## src/rtl/iter_multiplier.sv

```systemverilog
// Radix-2 shift-add multiplier for MULT/MULTU: captures operands on start,
// iterates WIDTH cycles, then pulses done with a registered 2*WIDTH product.
module iter_multiplier #(
  parameter int WIDTH = 32
) (
  input  logic               clk,
  input  logic               reset,
  input  logic               start,
  input  logic               sign,
  input  logic [WIDTH-1:0]   a,
  input  logic [WIDTH-1:0]   b,
  output logic               ready,
  output logic               done,
  output logic [2*WIDTH-1:0] product
);

  localparam int CW = $clog2(WIDTH) + 1;

  typedef enum logic [1:0] {IDLE, BUSY, DONE} state_t;

  state_t             state, state_next;
  logic [2*WIDTH-1:0] mcand;
  logic [2*WIDTH-1:0] acc;
  logic [2*WIDTH-1:0] acc_next;
  logic [WIDTH-1:0]   mplier;
  logic [WIDTH-1:0]   mag_a;
  logic [WIDTH-1:0]   mag_b;
  logic [CW-1:0]      cnt;
  logic               neg;
  logic               last_iter;

  // Magnitudes are plain unsigned WIDTH-bit values, so the most negative input maps to itself.
  assign mag_a     = (sign && a[WIDTH-1]) ? (~a + WIDTH'(1)) : a;
  assign mag_b     = (sign && b[WIDTH-1]) ? (~b + WIDTH'(1)) : b;
  assign acc_next  = mplier[0] ? (acc + mcand) : acc;
  assign last_iter = (cnt == CW'(WIDTH - 1));

  always_ff @(posedge clk) begin
    if (reset) state <= IDLE;
    else       state <= state_next;
  end

  always_comb begin
    state_next = state;
    ready      = 1'b0;
    done       = 1'b0;
    case (state)
      IDLE: begin
        ready = 1'b1;
        if (start) state_next = BUSY;
      end
      BUSY: begin
        if (last_iter) state_next = DONE;
      end
      DONE: begin
        done       = 1'b1;
        state_next = IDLE;
      end
      default: state_next = IDLE;
    endcase
  end

  // Datapath; product is written only on the edge that finishes the last iteration.
  always_ff @(posedge clk) begin
    if (reset) begin
      mcand   <= '0;
      mplier  <= '0;
      acc     <= '0;
      cnt     <= '0;
      neg     <= 1'b0;
      product <= '0;
    end else begin
      case (state)
        IDLE: begin
          if (start) begin
            mcand  <= {{WIDTH{1'b0}}, mag_a};
            mplier <= mag_b;
            acc    <= '0;
            cnt    <= '0;
            neg    <= sign & (a[WIDTH-1] ^ b[WIDTH-1]);
          end
        end
        BUSY: begin
          acc    <= acc_next;
          mcand  <= mcand << 1;
          mplier <= mplier >> 1;
          cnt    <= cnt + CW'(1);
          // Negating zero yields zero, so no special case is needed for -0.
          if (last_iter)
            product <= neg ? (~acc_next + (2*WIDTH)'(1)) : acc_next;
        end
        default: ;
      endcase
    end
  end

endmodule

```

## config.mk

```make
export PLATFORM = sky130hd
export DESIGN_NAME = iter_multiplier
export DESIGN_NICKNAME = d
export VERILOG_FILES = /design/src/rtl/iter_multiplier.sv
export SDC_FILE = /design/constraint.sdc
export NUM_CORES = 1
export LEC_CHECK = 0
export CAP_MARGIN = 10
export CORE_UTILIZATION = 50
export DETAILED_ROUTE_END_ITERATION = 10
export PLACE_DENSITY = 0.7
export SLEW_MARGIN = 30
export SYNTH_ARGS = -nofsm -noshare
export SYNTH_HDL_FRONTEND = slang
export SYNTH_SLANG_ARGS = --single-unit
```

## constraint.sdc

```tcl
create_clock -name clk -period 5.9 [get_ports clk]
set_clock_uncertainty 0.15 [all_clocks]
set_input_delay 1.18 -clock clk [delete_from_list [all_inputs] [get_ports clk]]
set_output_delay 1.18 -clock clk [all_outputs]
set_load 0.03 [all_outputs]
```

==> reports/summary.txt <==
most used flip-flop cell after synthesis: dfxtp_1
Crit path max-delay family: compound AO/OA/AOI/OAI gates
Final ANT Viol Nets: 0
largest net degree at the start of global routing: 130
Layout area overhead: 15.4%
PwrDens: 213 nW/um2
Netlist Area Pre-Place: 16,700 um2
post-synthesis net count: 2,458
multi-input logic area: 11,300 um2
Row Count: 66
GRT Util Overall: 32.3%
#FFs+latches synth: 233
Power Internal: 2.97 mW
CP peak stage delay: 0.88 ns
Seq pwr share: 40.1%
CP cell instances: ha_1 > a211oi_1 > o211ai_1 > a21oi_2 > o211ai_1 > a21boi_0 > o221ai_1 > a2111oi_0 > nand3_1 > nor3_1 > nand3b_1 > o41a_1 > xnor2_1 > a22o_1
Final Critical Period: 5.56 ns
most common cell after layout, fill and taps aside: nand2_1
worst setup margin: 0.344 ns
largest fanout on the critical path: 7
Critical Path Source Type: register
clk buf depth: 3
cell area after layout: 19,300 um2
Hold Buf Count CTS: 0
GPL Wtd Cong: 1.04
Synthesis Warnings: 0
arrival time worst endpoint: 5.84 ns
Crit. End Element: register
Worst Tran Pin Value: 1.04 ns
Slew headroom: 29.1%
initial antenna violation count: 0
Hold Vio Cnt, Final: 0
share of cells above drive strength 1: 5.68%
P_sw: 1.15 mW
H-Tree Depth: 1
mean post-synth cell area: 7.21 um2
P_leak: 7.02 nW
Tot Pwr: 4.12 mW
number of buffer and inverter stages on the critical path: 0
most frequent cells in the layout: nand2_1, a21oi_1, dfxtp_1, nor2_1, clkdlybuf4s50_1
core area: 32,700 um2
reg2reg setup slack: 0.34 ns
Setup Viol. Count Final: 0
RSZ-0062 raised after global routing: no
Initial Util: 51.2%
combinational power share: 16.3%
number of global-route vias before repair: 16,000
Critical-path top delay cell: a2111oi_0
io pins: 134
CTS tree: yes
Die W: 185 um
Nets: 2,496
WP data required: 6.18 ns
period utilisation layout: 94.2%
Gate Count Post-Synth: 2,322
async set or reset register ratio after synthesis: 0%
gr ovfl total: 0
Layout Utilization: 59.1%
Avg WL per Cell: 20.1 um
first-pass GRT wire length: 87,300 um
Antenna diodes: 0
PostCTS Resize Cnt: 0
switching part of the total: 27.8%
Min-Delay Path Class: register to register
worst vdd ir: 226 uV
Sink Count: 233
DRT Pass-1 Iters: 6
Seq/Total Area, Yosys: 27.9%
Top cell by count, worst path: o211ai_1
setup TNS: 0 ns
Die Span Y: 185 um
max-cap check violation count: 0
input/output buffers: 133
Post-CTS Setup Inserts: 0
# DRC: 0
worst slack, placed: 0.446 ns
root buffer cell: clkbuf_16
Clock Latency Late Sink: 0.54 ns
Filler Cell Count: 3,097
via/cell ratio: 6.25
fmax: 180 MHz
dpl hpwl: 42,400 um
Clk pwr share: 43.6%
outcome: complete, no violations
Clock Pin Slew Worst Setup and Hold Paths: 0.06 ns
Post-synth EDFFs: 0
CTS Buf Count: 27
Cell Area, Placed: 18,300 um2
fin. max-slew vios: 0
via count: 17,600
Synth cell types: 86
WS Path Type: register to register
register area: 4670 um2
die area: 34,200 um2
WL final: 56,800 um
1st-iter DRT viols: 1,394
[cell type report]
class / instances / share of cell area, %
Clock inverter: 12 / 0.959
Inverter: 40 / 0.777
Clock buffer: 35 / 3.96
Multi-Input combinational cell: 1887 / 58.6
Timing Repair Buffer: 171 / 8.67
Sequential cell: 233 / 24.2
Tap cell: 442 / 2.86
[kinds of logic after synthesis]
family	after synthesis	share of synthesized area, %
flops	233	27.9
simple gates	890	24.8
buf+inv	202	4.70
compound gates	763	28.5
fa+ha+maj	68	5.13
mux	29	1.81
xor+xnor	137	7.17
[flip-flops by register name (all words and copies together), names as in the netlist]
signal and flops:
cnt 6, mplier 32, mcand 64, state 2, acc 64, neg 1, product 64
[per-layer routing]
| metal | track usage [%] | wire (um) | vias up |
|---|---|---|---|
| li1 | - | - | 8523 |
| met1 | 39.8 | 23400 | 8237 |
| met2 | 55.2 | 26700 | 683 |
| met3 | 3.19 | 3180 | 170 |
| met4 | 18.0 | 3540 | 0 |
| met5 | 0 | 0 | - |
[Yosys cell counts, drive strengths merged (5+ instances only)]
master,number,share of area (%)
nand2,336,7.5
a31oi,52,1.9
and2,13,0.49
and4,11,0.58
xor2,62,3.2
nor3b,6,0.27
xnor2,75,3.9
o21bai,10,0.45
a311oi,5,0.26
mux2i,19,1.1
a22oi,74,3.3
o2111ai,5,0.26
inv,39,0.87
and3,19,0.71
nor4,27,1.0
a21oi,291,8.8
or2,15,0.58
nor2b,20,0.79
nor3,49,1.5
o21a,16,0.72
nor2,203,4.6
nand3,89,2.7
ha,67,5.0
o21ai,142,4.3
o31ai,21,1.1
buf,34,0.92
a21o,26,1.2
dfxtp,233,28
nand3b,5,0.22
a221oi,8,0.42
nand2b,15,0.56
o211ai,17,0.76
a211o,8,0.42
clkbuf,128,2.9
a211oi,31,1.4
o41ai,14,0.82
or4,11,0.52
or3,21,0.79
mux2,10,0.67
nand4,42,1.6
[tightest hold or removal path, delay by kind of cell (launching register included)]
| family | cells | cell delay [ns] |
|---|---|---|
| flops | 1 | 0.32 |
| compound gates | 1 | 0.05 |
| simple gates | 1 | 0.04 |
[path summary, 6_finish.rpt]
kind / from / end / cells after the start
max reg2reg: mcand[1] / product[63] / 14
max: mcand[1] / product[63] / 14
min: product[45] / product[45] / 2
min reg2reg: product[45] / product[45] / 2
[stage by stage]
step                std cells  hold slack (ns)
floorplan                2322            0.282
global placement         2771            0.285
detailed placement       2771            0.291
CTS                      2818            0.302
global route             2820            0.317
finish                   2820            0.296
[power groups by stage]
stage	clock network, mW	registers [mW]	logic (mW)
3_5_place_dp	0	1.68	0.655
3_3_place_gp	0	1.68	0.646
6_report	1.80	1.65	0.672
2_1_floorplan	0	1.67	0.457
4_1_cts	1.83	1.65	0.659
5_1_grt	1.88	1.65	0.728
No activity file was read; power rests on OpenSTA's default activity.
